--- config.mk ---
export PLATFORM = sky130hd
export DESIGN_NAME = elastic_buffer_write_ctrl
export DESIGN_NICKNAME = d
export VERILOG_FILES = /design/src/rtl/eb_pkg.sv /design/src/rtl/gray_ptr_sync.sv /design/src/rtl/elastic_buffer_write_ctrl.sv
export SDC_FILE = /design/constraint.sdc
export NUM_CORES = 1
export LEC_CHECK = 0
export BUFFER_PORTS_ARGS = -buffer_cell sky130_fd_sc_hd__buf_2
export CORE_UTILIZATION = 50
export DETAILED_ROUTE_END_ITERATION = 10
export PLACE_DENSITY = 0.78
export SYNTH_ARGS = -nofsm -noshare
export SYNTH_HDL_FRONTEND = slang
export SYNTH_SLANG_ARGS = --single-unit
--- constraint.sdc ---
create_clock -name write_clk -period 4.21 [get_ports write_clk]
set_input_delay 0.421 -clock write_clk [delete_from_list [all_inputs] [get_ports write_clk]]
set_output_delay 0.421 -clock write_clk [all_outputs]
set_load 0.03 [all_outputs]
--- src/rtl/eb_pkg.sv ---
`default_nettype none
// +--------------------------------------------------------------------------+
// | eb_pkg : shared symbols, FSM states and Gray helpers for elastic buffers |
// | Revision: 1.0                                                            |
// +--------------------------------------------------------------------------+
package eb_pkg;

    localparam logic [9:0] SKP_RDN = 10'b0011111001;
    localparam logic [9:0] SKP_RDP = 10'b1100000110;
    localparam logic [9:0] COM_RDN = 10'b0011111010;
    localparam logic [9:0] COM_RDP = 10'b1100000101;

    // Helpers work on a wide container; callers zero-extend and slice.
    localparam int GRAY_FN_W = 32;

    typedef logic [1:0] eb_state_t;
    localparam eb_state_t ST_IDLE    = 2'd0;
    localparam eb_state_t ST_OS_OPEN = 2'd1;
    localparam eb_state_t ST_OS_DONE = 2'd2;

    function automatic logic [GRAY_FN_W-1:0] bin2gray(input logic [GRAY_FN_W-1:0] bin);
        return bin ^ (bin >> 1);
    endfunction

    function automatic logic [GRAY_FN_W-1:0] gray2bin(input logic [GRAY_FN_W-1:0] gray);
        logic [GRAY_FN_W-1:0] bin;
        bin[GRAY_FN_W-1] = gray[GRAY_FN_W-1];
        for (int i = GRAY_FN_W - 2; i >= 0; i--) begin
            bin[i] = bin[i+1] ^ gray[i];
        end
        return bin;
    endfunction

endpackage
`default_nettype wire

--- src/rtl/gray_ptr_sync.sv ---
`default_nettype none
// +--------------------------------------------------------------------------+
// | gray_ptr_sync : multi-flop synchronizer for a Gray-coded pointer         |
// | Revision: 1.0                                                            |
// +--------------------------------------------------------------------------+
module gray_ptr_sync #(
    parameter int WIDTH       = 5,
    parameter int SYNC_STAGES = 2
) (
    input  logic             clk,
    input  logic             rst_n,
    input  logic [WIDTH-1:0] gray_in,
    output logic [WIDTH-1:0] gray_out
);

    logic [WIDTH-1:0] r_sync [SYNC_STAGES];

    always_ff @(posedge clk or negedge rst_n) begin
        if (!rst_n) begin
            for (int i = 0; i < SYNC_STAGES; i++) begin
                r_sync[i] <= '0;
            end
        end else begin
            r_sync[0] <= gray_in;
            for (int i = 1; i < SYNC_STAGES; i++) begin
                r_sync[i] <= r_sync[i-1];
            end
        end
    end

    assign gray_out = r_sync[SYNC_STAGES-1];

endmodule
`default_nettype wire

--- src/rtl/elastic_buffer_write_ctrl.sv ---
`default_nettype none
// +--------------------------------------------------------------------------+
// | elastic_buffer_write_ctrl : RX elastic buffer write side, SKP deletion   |
// | Revision: 1.0                                                            |
// +--------------------------------------------------------------------------+
module elastic_buffer_write_ctrl
    import eb_pkg::*;
#(
    parameter int DATA_WIDTH   = 10,
    parameter int BUFFER_DEPTH = 16,
    parameter int HI_WATERMARK = BUFFER_DEPTH / 2 + 2,
    parameter int SYNC_STAGES  = 2,
    localparam int ADDR_W      = $clog2(BUFFER_DEPTH)
) (
    input  logic                  write_clk,
    input  logic                  rst_n,
    input  logic [DATA_WIDTH-1:0] data_in,
    input  logic                  write_enable,
    input  logic                  buffer_mode,
    input  logic [ADDR_W:0]       gray_read_pointer,
    output logic                  mem_wr_en,
    output logic [ADDR_W:0]       write_address,
    output logic [ADDR_W:0]       gray_write_pointer,
    output logic [ADDR_W:0]       occupancy,
    output logic                  Skp_Removed,
    output logic                  overflow,
    output logic                  overflow_sticky
);

    localparam int PTR_W = ADDR_W + 1;

    logic [PTR_W-1:0]     r_wr_ptr;
    logic [PTR_W-1:0]     r_wr_gray;
    logic [PTR_W-1:0]     w_wr_ptr_nxt;
    logic [PTR_W-1:0]     w_rd_gray;
    logic [PTR_W-1:0]     w_rd_bin;
    logic [PTR_W-1:0]     w_occ;
    logic [GRAY_FN_W-1:0] w_rd_bin_full;
    logic [GRAY_FN_W-1:0] w_wr_gray_full;
    logic                 w_unused_hi;
    logic                 w_full;
    logic                 w_del_arm;
    logic                 w_is_skp;
    logic                 w_is_com;
    logic                 w_delete;
    logic                 w_wr_en;
    logic                 w_ovf;
    logic                 r_skp_removed;
    logic                 r_overflow;
    logic                 r_overflow_sticky;
    eb_state_t            r_state;
    eb_state_t            w_state_nxt;

    gray_ptr_sync #(
        .WIDTH       (PTR_W),
        .SYNC_STAGES (SYNC_STAGES)
    ) u_rd_sync (
        .clk      (write_clk),
        .rst_n    (rst_n),
        .gray_in  (gray_read_pointer),
        .gray_out (w_rd_gray)
    );

    assign w_rd_bin_full  = gray2bin({{(GRAY_FN_W-PTR_W){1'b0}}, w_rd_gray});
    assign w_rd_bin       = w_rd_bin_full[PTR_W-1:0];
    assign w_wr_gray_full = bin2gray({{(GRAY_FN_W-PTR_W){1'b0}}, w_wr_ptr_nxt});
    assign w_unused_hi    = ^{w_rd_bin_full[GRAY_FN_W-1:PTR_W], w_wr_gray_full[GRAY_FN_W-1:PTR_W]};

    // Synchronized read pointer lags, so occupancy can only over-report.
    assign w_occ     = r_wr_ptr - w_rd_bin;
    assign w_full    = (w_occ == PTR_W'(BUFFER_DEPTH));
    assign w_del_arm = buffer_mode && (w_occ >= PTR_W'(HI_WATERMARK));
    assign w_is_skp  = (data_in == SKP_RDN) || (data_in == SKP_RDP);
    assign w_is_com  = (data_in == COM_RDN) || (data_in == COM_RDP);

    always_comb begin
        w_state_nxt = r_state;
        w_delete    = 1'b0;
        if (write_enable) begin
            case (r_state)
                ST_IDLE: begin
                    if (w_is_com) w_state_nxt = ST_OS_OPEN;
                end
                ST_OS_OPEN: begin
                    if (w_is_skp) begin
                        if (w_del_arm) begin
                            w_delete    = 1'b1;
                            w_state_nxt = ST_OS_DONE;
                        end
                    end else if (!w_is_com) begin
                        w_state_nxt = ST_IDLE;
                    end
                end
                ST_OS_DONE: begin
                    if (w_is_com)       w_state_nxt = ST_OS_OPEN;
                    else if (!w_is_skp) w_state_nxt = ST_IDLE;
                end
                default: w_state_nxt = ST_IDLE;
            endcase
        end
    end

    // A deleted SKP is neither written nor counted as overflow.
    assign w_wr_en      = write_enable && !w_delete && !w_full;
    assign w_ovf        = write_enable && !w_delete && w_full;
    assign w_wr_ptr_nxt = w_wr_en ? r_wr_ptr + PTR_W'(1) : r_wr_ptr;

    always_ff @(posedge write_clk or negedge rst_n) begin
        if (!rst_n) begin
            r_wr_ptr          <= '0;
            r_wr_gray         <= '0;
            r_state           <= ST_IDLE;
            r_skp_removed     <= 1'b0;
            r_overflow        <= 1'b0;
            r_overflow_sticky <= 1'b0;
        end else begin
            r_wr_ptr          <= w_wr_ptr_nxt;
            r_wr_gray         <= w_wr_gray_full[PTR_W-1:0];
            r_state           <= w_state_nxt;
            r_skp_removed     <= w_delete;
            r_overflow        <= w_ovf;
            r_overflow_sticky <= r_overflow_sticky | w_ovf;
        end
    end

    assign mem_wr_en          = w_wr_en;
    assign write_address      = r_wr_ptr;
    assign gray_write_pointer = r_wr_gray;
    assign occupancy          = w_occ;
    assign Skp_Removed        = r_skp_removed;
    assign overflow           = r_overflow;
    assign overflow_sticky    = r_overflow_sticky;

endmodule
`default_nettype wire

== Word level (Yosys, flattened, before mapping) ==
Index checks and enable logic that the tools add are counted.

* Bits in registers: 25
* Latch bits: 0
* Bits in writable memories: 0
* ROM bits: 0
* Input bits: 19
* Memories: 0

* Add/subtract/negate cells: 2
* $mul: 0
* Div/mod/pow operators: 0
* Order comparisons: 1
* Equal/unequal tests: 11
* Shift-type cells: 0
* Muxes and demuxes: 12
* Bitwise logic cells: 6
* Reductions and logical operators: 10

{| class="wikitable"
|+ Operators with widths
! operator !! count
|-
| 10-bit == test, second input constant || 2
|-
| 10-bit by 8-bit == test with 1-bit output, second input constant || 2
|-
| 2-bit two-way mux || 6
|-
| 3-bit inequality test, second input constant || 3
|-
| 2-bit one-hot mux with 3 select lines || 1
|-
| 5-bit by 1-bit adder with 5-bit output, second input constant || 1
|-
| 5-bit == test, second input constant || 1
|-
| 5-bit by 4-bit >= comparator with 1-bit output, second input constant || 1
|-
| 5-bit two-way mux || 1
|-
| 5-bit AND reduction || 1
|-
| 5-bit subtractor || 1
|-
| 5-bit by 4-bit XOR with 5-bit output || 1
|-
| 1-bit logical AND || 4
|-
| 1-bit two-way mux || 4
|-
| 1-bit XOR || 4
|-
| 2-bit by 1-bit == test with 1-bit output, second input constant || 1
|-
| 2-bit == test, second input constant || 1
|-
| 1-bit zero test || 2
|-
| 2-bit zero test || 1
|-
| 1-bit logical OR || 2
|-
| 2-bit inequality test, second input constant || 1
|-
| 1-bit bitwise OR || 1
|}

== Longest topological paths before layout ==
Gate-level depths: netlist of the first run.

* Depth in word-level cells: 16
* Gate-level depth with buffers: 16
* Depth with buffers taken out: 15

== Hierarchy ==
Synthesis of the first run repeated with hierarchy kept, for this count alone.

* Cells, all modules: 146
* Area total of the unflattened synthesis: 1541.5 sq um

{| class="wikitable"
|+ By module, submodules not included
! module !! instances !! cells each !! area each (sq um)
|-
| elastic_buffer_write_ctrl || 1 || 131 || 1253.7
|-
| gray_ptr_sync || 1 || 15 || 287.8
|}

== Least setup slack after synthesis of the first run ==
No wires, ideal clock.

* Path kind: reg-to-reg
* Start: register u_rd_sync.r_sync (netlist bit u_rd_sync.gray_out[4])
* End: register r_wr_ptr[3], in the netlist write_address[3]
* Setup time: 0.141 ns
* Data arrival time: 3.823 ns
* Data required time: 4.069 ns
* Setup slack: 0.246 ns
* Cell stages (with the launch flop): 17
* Path buffers: 1
* Clock period less this slack: 3.964 ns
* Path through: dfrtp_1 > xnor2_1 > xor2_1 > xor2_1 > xnor2_1 > ha_1 > inv_1 > fa_1 > xor2_1 > o211ai_1 > o32ai_1 > and3_4 > or3b_1 > buf_6 > inv_8 > and3_2 > xor2_1

* Longest elaborated chain between the ends: 15

{| class="wikitable"
|+ Ends and longest elaborated chain
! what !! RTL line !! RTL
|-
| start: declaration || gray_ptr_sync.sv:16 || <nowiki>logic [WIDTH-1:0] r_sync [SYNC_STAGES];</nowiki>
|-
| start signal: indexed assignment || gray_ptr_sync.sv:26 || <nowiki>r_sync[i] <= r_sync[i-1];</nowiki>
|-
| 1-bit XOR (*) (2 in series) || eb_pkg.sv:29 || <nowiki>bin[i] = bin[i+1] ^ gray[i];</nowiki>
|-
| 1-bit XOR (2 in series) || eb_pkg.sv:29 ||
|-
| 5-bit subtractor (*) || elastic_buffer_write_ctrl.sv:70 || <nowiki>assign w_occ = r_wr_ptr - w_rd_bin;</nowiki>
|-
| named net occupancy[2] || elastic_buffer_write_ctrl.sv:24 || <nowiki>output logic [ADDR_W:0] occupancy,</nowiki>
|-
| 5-bit by 4-bit >= comparator with 1-bit output || elastic_buffer_write_ctrl.sv:72 || <nowiki>assign w_del_arm = buffer_mode && (w_occ >= PTR_W'(HI_WATERMARK));</nowiki>
|-
| 1-bit logical AND || elastic_buffer_write_ctrl.sv:72 ||
|-
| 1-bit two-way mux || elastic_buffer_write_ctrl.sv:86 || <nowiki>if (w_del_arm) begin</nowiki>
|-
| 1-bit two-way mux || elastic_buffer_write_ctrl.sv:85 || <nowiki>if (w_is_skp) begin</nowiki>
|-
| 1-bit two-way mux || elastic_buffer_write_ctrl.sv:80 || <nowiki>case (r_state)</nowiki>
|-
| 1-bit two-way mux || elastic_buffer_write_ctrl.sv:79 || <nowiki>if (write_enable) begin</nowiki>
|-
| 1-bit zero test || elastic_buffer_write_ctrl.sv:104 || <nowiki>assign w_wr_en = write_enable && !w_delete && !w_full;</nowiki>
|-
| 1-bit logical AND || elastic_buffer_write_ctrl.sv:104 ||
|-
| 1-bit logical AND (*) || elastic_buffer_write_ctrl.sv:104 ||
|-
| named net mem_wr_en || elastic_buffer_write_ctrl.sv:21 || <nowiki>output logic mem_wr_en,</nowiki>
|-
| 5-bit two-way mux (*) || elastic_buffer_write_ctrl.sv:106 || <nowiki>assign w_wr_ptr_nxt = w_wr_en ? r_wr_ptr + PTR_W'(1) : r_wr_ptr;</nowiki>
|-
| named net w_wr_ptr_nxt[3] || elastic_buffer_write_ctrl.sv:34 || <nowiki>logic [PTR_W-1:0] w_wr_ptr_nxt;</nowiki>
|-
| end signal: assignment || elastic_buffer_write_ctrl.sv:117 || <nowiki>r_wr_ptr <= w_wr_ptr_nxt;</nowiki>
|-
| end: declaration || elastic_buffer_write_ctrl.sv:32 || <nowiki>logic [PTR_W-1:0] r_wr_ptr;</nowiki>
|}

The timed path passes the listed nets; every way through them passes the cells marked *.
A chain may end at the register's enable or synchronous reset.

== Worst setup path in the final report of the first run ==
* Start: register u_rd_sync.r_sync (netlist bit u_rd_sync.gray_out[4])
* End: output port mem_wr_en

* Longest elaborated chain between the ends: 14

{| class="wikitable"
|+ Ends and longest elaborated chain
! what !! RTL line
|-
| 1-bit XOR (4 in series) || eb_pkg.sv:29
|-
| 5-bit subtractor (*) || elastic_buffer_write_ctrl.sv:70
|-
| 5-bit by 4-bit >= comparator with 1-bit output || elastic_buffer_write_ctrl.sv:72
|-
| 1-bit logical AND || elastic_buffer_write_ctrl.sv:72
|-
| 1-bit two-way mux || elastic_buffer_write_ctrl.sv:86
|-
| 1-bit two-way mux || elastic_buffer_write_ctrl.sv:85
|-
| 1-bit two-way mux || elastic_buffer_write_ctrl.sv:80
|-
| 1-bit two-way mux || elastic_buffer_write_ctrl.sv:79
|-
| 1-bit zero test || elastic_buffer_write_ctrl.sv:104
|-
| 1-bit logical AND || elastic_buffer_write_ctrl.sv:104
|-
| 1-bit logical AND (*) || elastic_buffer_write_ctrl.sv:104
|-
| end: declaration || elastic_buffer_write_ctrl.sv:21
|}

Mark *: on every way between the ends. The rest lies on a longest branch, timed or not.

==> metrics.md, run 1 <==
| Metric | Value |
|---|---|
| Outcome | finished, final reports clean |
| Max-slew violations | 0 |
| Initial detailed-routing violation count | 34 |
| Slew margin rel. | 0.6527 |
| Final instance area | 1619 sq um |
| Max stage delay cell, worst path | dfrtp_1 |
| Final hold vios | 0 |
| CTS root buffer | clkbuf_4 |
| Required @ worst endpoint | 3.79 ns |
| Antenna diodes | 0 |
| Multi-input logic area | 658.1 sq um |
| Syn_nets | 142 |
| Endpoints failing setup | 0 |
| FF-to-FF Start | u_rd_sync.gray_out[4] |
| Aggregate global routing overflow | 0 |
| Crit Path Max Fanout | 6 |
| FP Rows | 18 |
| Final TNS setup | 0 ns |
| FMAX | 248.4 MHz |
| Crit Path Class | reg -> out |
| Top_reg_cell synth | dfrtp_1 |
| Most common cell in the netlist | dfrtp_1 |
| Vias in the first global route | 850 |
| Worst Slack Setup Final | 0.1849 ns |
| Synth warn | 0 |
| Drt wl/cell | 13.49 um |
| CTS tree | built |
| Compound-Gate Fraction of Synth Area | 0.1014 |
| Final Cycle Share | 0.9561 |
| Layout cells sized above 1 | 0.3938 |
| Largest net degree at the start of global routing | 25 |
| Clock skew | 0.006546 ns |
| Post-DP HPWL | 1.855 mm |
| Post-synthesis sequential area ratio | 0.4633 |
| Clock slew at reported path FFs | 0.14 ns |
| Tot Pwr | 0.001363 W |
| Nets | 186 |
| Clk_lat worst skew | 0.32 ns |
| Post-Route WL | 2.563 mm |
| R2R setup slack | 0.51 ns |
| Placed Area | 1481 sq um |
| Crit-path max cell delay | 0.44 ns |
| Xor and xnor area share after synthesis | 0.1207 |
| IO Pins | 38 |
| CTS Hold Buffers Added | 0 |
| Measured slew at the worst slew-check pin | 0.5210 ns |
| Horiz. Die Dim | 52.92 um |
| Area delta synth->final | 24.90% |
| Crit path capture type | output pin |
| Largest family of logic cells by synthesized area | simple AND/OR/NAND/NOR gates |
| 1st-pass router iterations | 4 |
| Startpoint Class | flop |
| CTS H-Tree Depth | 1 |
| Critical Path Source | u_rd_sync.gray_out[4] |
| Synthesized cell area | 1296 sq um |
| Overall Global Routing Usage | 0.1905 |
| Area leader, netlist | dfrtp_1 |
| DR vias/cell | 5.453 |
| Dpl ws | 0.06533 ns |
| Mux share of post-synthesis cell area | 0.01544 |
| Critical Path AT | 3.60 ns |
| Average size of a mapped cell | 11.08 sq um |
| Post-synth top area share | 0.4633 |
| Residual DRC count | 0 |
| Simple-gate portion of the synthesized area | 0.1776 |
| Initial core utilization | 0.5280 |
| Adder-cell share of the synthesized area | 0.06371 |
| Synth async-reset ratio | 1.000 |
| Initial antenna violation count | 0 |
| GP Congestion | 0.8376 |
| PortBufs | 37 |
| LEAKAGE | 0.7924 nW |
| Chip height | 52.92 um |
| Cells after Synth | 117 |
| CTS Buf Count | 3 |
| Max clock buf depth | 2 |
| HP Class | in -> async |
| Post-synth EDFFs | 0 |
| Period minus WS final | 4.025 ns |
| Final ANT Viol Nets | 0 |
| Clk sink count | 24 |
| Synth cell types | 43 |
| Most common library cells after synthesis | dfrtp_1 (24), xor2_1 (9), nand2_1 (8), xnor2_1 (7) |
| Number of max-cap violations | 0 |
| CP cell instances | xnor2_2, xor2_2, xor2_2, xnor2_1, ha_2, inv_1, fa_2, and3_1, nor3b_2, o32ai_2, and3_4, or3b_4, inv_8, buf_4 |
| Most used cell, CP | xor2_2 |
| Fill count | 196 |
| First-pass GRT wire length | 3.726 mm |
| Maximum vdd ir drop | 0.6642 mV |
| Synth top area cells | dfrtp_1 (46%), xor2_1 (6.1%), ha_1 (4.8%) |
| PwrDens | 841.8 nW/um^2 |
| Vias | 1036 |
| Register area | 600.6 sq um |
| Area of the die | 2800 sq um |
| Core area | 2455 sq um |
| Synthesized flop and latch total | 24 |
[registers in the layout, indices dropped and copies added (netlist names)]
name                count
u_rd_sync.r_sync        5
r_state                 2
u_rd_sync.gray_out      5
overflow_sticky         1
gray_write_pointer      5
overflow                1
Skp_Removed             1
write_address           4
[cells in the final DEF, fill, tap and decap left out, drive strengths merged, types with 3 or more instances in the layout]
| cell type | netlist | final |
|---|---|---|
| buf | 5 | 44 |
| dfrtp | 24 | 24 |
| xor2 | 10 | 10 |
| nand2 | 8 | 8 |
| xnor2 | 7 | 7 |
| inv | 6 | 6 |
| o21ai | 5 | 5 |
| ha | 5 | 5 |
| nand2b | 4 | 4 |
| nand3 | 3 | 3 |
| a21oi | 3 | 3 |
| nor2 | 3 | 3 |
| clkbuf | 0 | 3 |
| and3 | 3 | 3 |
[routing by layer]
layer / GRT usage / wire length (um) / vias up
met2: 0.3017 / 1269 / 33
li1: - / - / 490
met5: 0 / 0 / -
met1: 0.2418 / 1133 / 507
met4: 0.1053 / 45 / 0
met3: 0.03736 / 115 / 6
[layout make-up]
| cell class | instances | area share |
|---|---|---|
| well taps | 30 | 0.02318 |
| flip-flops and latches | 24 | 0.3709 |
| repair buffers | 44 | 0.1484 |
| inverters | 6 | 0.01855 |
| multi-input cells | 82 | 0.4065 |
| clock buffers | 3 | 0.01391 |
| clock inverters | 1 | 0.01855 |
[timing repair]
item	CTS	global route
pin swaps	2	7
cloned	0	0
buffers inserted	2	4
endpoints found under the setup margin	1	1
resized for setup	4	5
[critical path: cells and delay by family (launching register included)]
kind,cells,cell delay [ns]
buffers and inverters,3,0.28
xor gates and xnor gates,4,0.76
and+or+nand+nor,4,1.09
adders and majority gates,2,0.57
AOI/OAI and AO/OA,1,0.14
DFF,1,0.44
[cells by family (layout without fill, tap and decap cells)]
logic type	after synthesis	in the layout
compound gates	20	20
xor+xnor	17	17
mux	2	2
flops	24	24
simple gates	37	37
buf+inv	11	54
fa+ha+maj	6	6
[path summary, 6_finish.rpt]
kind                                              end  cells after the start
worst max-delay path                        mem_wr_en                     14
min in group write_clk            u_rd_sync.r_sync[9]                      1
max in group asynchronous         u_rd_sync.r_sync[5]                      1
worst min-delay path            gray_write_pointer[0]                      1
worst min register to register  u_rd_sync.gray_out[3]                      0
worst max register to register  gray_write_pointer[3]                     15
[metrics by stage]
stage                 util  cells  hold WS [ns]
floorplan                -    117        0.1254
global placement    0.6035    180        0.3329
detailed placement  0.6035    180        0.3372
CTS                 0.6412    186       0.06683
global route        0.6595    190       0.07631
finish              0.6595    190       0.05345
[report_power, final]
part / switching [W] / internal (W)
logic: 0.000524 / 0.000315
registers: 0.0000680 / 0.000289
clock network: 0.0000707 / 0.0000962
Power figures use the tool's default switching activity.
==> run 2: changes to the inputs <==
- ABC_AREA: not set -> 1
- CORE_UTILIZATION: 50 -> 51
==> metrics.md, run 2 <==
| Metric | Value |
|---|---|
| PwrDens | 731.9 nW/um^2 (-13%) |
| Slew margin rel. | 0.6665 (+0.01383) |
| Chip height | 53.83 um (+1.7%) |
| Fill count | 210 (+7.1%) |
| Synthesized flop and latch total | 24 (unchanged) |
| Post-synth EDFFs | 0 (unchanged) |
| Final ANT Viol Nets | 0 (unchanged) |
| Dpl ws | 0.5646 ns (+0.4993 ns) |
| Period minus WS final | 3.902 ns (-0.1230 ns) |
| Post-synthesis sequential area ratio | 0.4384 (-0.02496) |
| Vias in the first global route | 1067 (+26%) |
| Routing usage on met2 | 0.3827 (+0.08103) |
| Area of the die | 2898 sq um (+3.5%) |
| Drt wl/cell | 11.35 um (-16%) |
| Residual DRC count | 0 (unchanged) |
| Crit path capture type | output pin |
| FMAX | 256.3 MHz (+3.2%) |
| Outcome | finished, final reports clean |
| Most used cell, CP | xnor2_1 |
| Initial antenna violation count | 0 (unchanged) |
| Max-slew violations | 0 (unchanged) |
| Clock slew at reported path FFs | 0.11 ns (-0.03 ns) |
| Most common library cells after synthesis | nand2_1 (50), inv_1 (25), dfrtp_1 (24), nand3_1 (12), nor2_1 (11) |
| CTS H-Tree Depth | 1 (unchanged) |
| Endpoints failing setup | 0 (unchanged) |
| Number of max-cap violations | 0 (unchanged) |
| Crit Path Class | reg -> out |
| Crit-path max cell delay | 0.47 ns (+0.03 ns) |
| CP cell instances | xnor2_1, xor2_1, xor2_2, xnor2_1, ha_1, inv_1, fa_1, nand3b_1, nand3_1, nand2_2, nand3_4, nand3_2, inv_2, buf_2 |
| Worst Slack Setup Final | 0.3079 ns (+0.1230 ns) |
| FP Rows | 18 (unchanged) |
| CTS tree | built |
| Startpoint Class | flop |
| HP Class | in -> async |
| Synth top area cells | dfrtp_1 (44%), nand2_1 (14%), inv_1 (6.8%) |
| Nets | 234 (+26%) |
| Initial detailed-routing violation count | 19 (-44%) |
| Post-synth top area share | 0.4384 (-0.02496) |
| 1st-pass router iterations | 6 (+2) |
| Cells after Synth | 170 (+45%) |
| Clock skew | 0.007457 ns (+0.0009117 ns) |
| GP Congestion | 0.7707 (-8.0%) |
| Clk_lat worst skew | 0.30 ns (-0.02 ns) |
| PortBufs | 37 (unchanged) |
| Max clock buf depth | 2 (unchanged) |
| Clk sink count | 24 (unchanged) |
| Synth cell types | 26 (-40%) |
| CTS Hold Buffers Added | 0 (unchanged) |
| Hold Slack | 0.07355 ns (+0.02010 ns) |
| Horiz. Die Dim | 53.83 um (+1.7%) |
| Crit Path Max Fanout | 11 (+5) |
| Initial core utilization | 0.5480 (+0.02002) |
| Critical Path AT | 3.48 ns (-0.12 ns) |
| Area delta synth->final | 16.71% |
| Measured slew at the worst slew-check pin | 0.5003 ns (-0.02074 ns) |
| Most common cell in the netlist | nand2_1 |
| Final Util | 0.6396 (-0.01989) |
| Top_reg_cell synth | dfrtp_1 |
| Maximum vdd ir drop | 0.4406 mV (-34%) |
| Commonest non-fill, non-tap cell in the layout | nand2_1 |
| Final hold vios | 0 (unchanged) |
| Post-Route WL | 2.691 mm (+5.0%) |
| Required @ worst endpoint | 3.79 ns (about the same) |
| Area leader, netlist | dfrtp_1 |
| LEAKAGE | 0.9091 nW (+15%) |
| Synth warn | 0 (unchanged) |
| Layout cells sized above 1 | 0.2705 (-0.1232) |
| Met3 Track Usage GR | 0.03672 (-0.0006332) |
| Post-DP HPWL | 2.202 mm (+19%) |
| Max stage delay cell, worst path | fa_1 |
| First-pass GRT wire length | 4.071 mm (+9.3%) |
| Vias | 1215 (+17%) |
| Synthesized cell area | 1370 sq um (+5.7%) |
| Final Cycle Share | 0.9269 (-0.02923) |
| Overall Global Routing Usage | 0.1993 (+0.008804) |
| DR vias/cell | 5.127 (-6.0%) |
| Synth async-reset ratio | 1.000 (unchanged) |
| Syn_nets | 195 (+37%) |
| Aggregate global routing overflow | 0 (unchanged) |
| Tot Pwr | 0.001170 W (-14%) |
| CTS root buffer | clkbuf_4 |
| Met1 Track Usage GR | 0.2091 (-0.03267) |
| Most Crowded Layer GR | met2 |
| CTS Buf Count | 3 (unchanged) |
| Core area | 2500 sq um (+1.8%) |
| Largest net degree at the start of global routing | 25 (unchanged) |
| Antenna diodes | 0 (unchanged) |
| Average size of a mapped cell | 8.059 sq um (-27%) |
| Final TNS setup | 0 ns (unchanged) |
| Commonest cells after routing, fill and taps aside | nand2_1 (50), buf_2 (37), inv_1 (25) |
| IO Pins | 38 (unchanged) |
==> run 2: cell types whose count changed in the layout (fill, tap and decap cells not counted), sizes merged, moves of 3 or more <==
cell,delta
and3,-3
buf,-7
inv,+20
nand2,+48
nand2b,-4
nand3,+12
nand4,+7
nor2,+11
xnor2,-5
xor2,-5
==> run 2: worst paths after layout <==
path	startpoint	to	slack, ns	cells past startpoint
worst max-delay path	u_rd_sync.gray_out[4]	mem_wr_en	0.31	14
worst min-delay path	rst_n	write_address[2]	0.07	1
worst max register to register	u_rd_sync.gray_out[4]	gray_write_pointer[3]	0.85	16
worst min register to register	u_rd_sync.r_sync[5]	u_rd_sync.gray_out[0]	0.36	0
max in group asynchronous	rst_n	write_address[3]	3.80	1
min in group write_clk	gray_read_pointer[1]	u_rd_sync.r_sync[6]	0.22	1
==> run 2: stage by stage <==
step | std cells | area [sq um]
after floorplan | 170 | 1370
after global placement | 234 | 1569
after detailed placement | 234 | 1569
after CTS | 237 | 1592
after global routing | 237 | 1599
final | 237 | 1599
==> run 2: power breakdown <==
group	total (W)	leakage, nW	internal, W	switching (W)
logic	0.000740	0.600	0.000229	0.000511
registers	0.000340	0.295	0.000287	0.0000531
clock network	0.0000903	0.0138	0.0000333	0.0000570
total	0.00117	0.909	0.000549	0.000621
==> run 2: kinds of logic after synthesis <==
kind of cell,Yosys count,synth area share
adder cells (fa/ha/maj),6,0.06027
flip-flops,24,0.4384
XOR/XNOR,7,0.04475
AND/OR/NAND/NOR,97,0.3397
buffers and inverters,29,0.08858
AO/OA/AOI/OAI,7,0.02831
==> run 2: worst max-delay path: cells and delay by family (launching register included) <==
family	cells	cell delay, ns
xor+xnor	4	1.02
fa+ha+maj	2	0.64
buf+inv	3	0.39
flops	1	0.41
simple gates	5	0.73
==> run 2: cell type report <==
class,instances,area (sq um),share of cell area
Timing Repair Buffer,37,185.2,0.1158
Sequential cell,24,600.6,0.3756
Tap cell,30,37.54,0.02347
Clock buffer,3,22.52,0.01408
Multi-Input combinational cell,117,655.6,0.4100
Inverter,26,97.59,0.06103
==> run 2: routing by layer <==
layer / routed length (um) / share of wire
met2: 1385 / 0.51
met5: 0 / 0
met1: 1116 / 0.41
met4: 55 / 0.020
met3: 134 / 0.050
==> run 2: what timing repair did <==
item | 4_1_cts | 5_1_grt
resized for setup | 0 | 1
setup endpoints to repair | 0 | 1
buffers inserted | 0 | 0
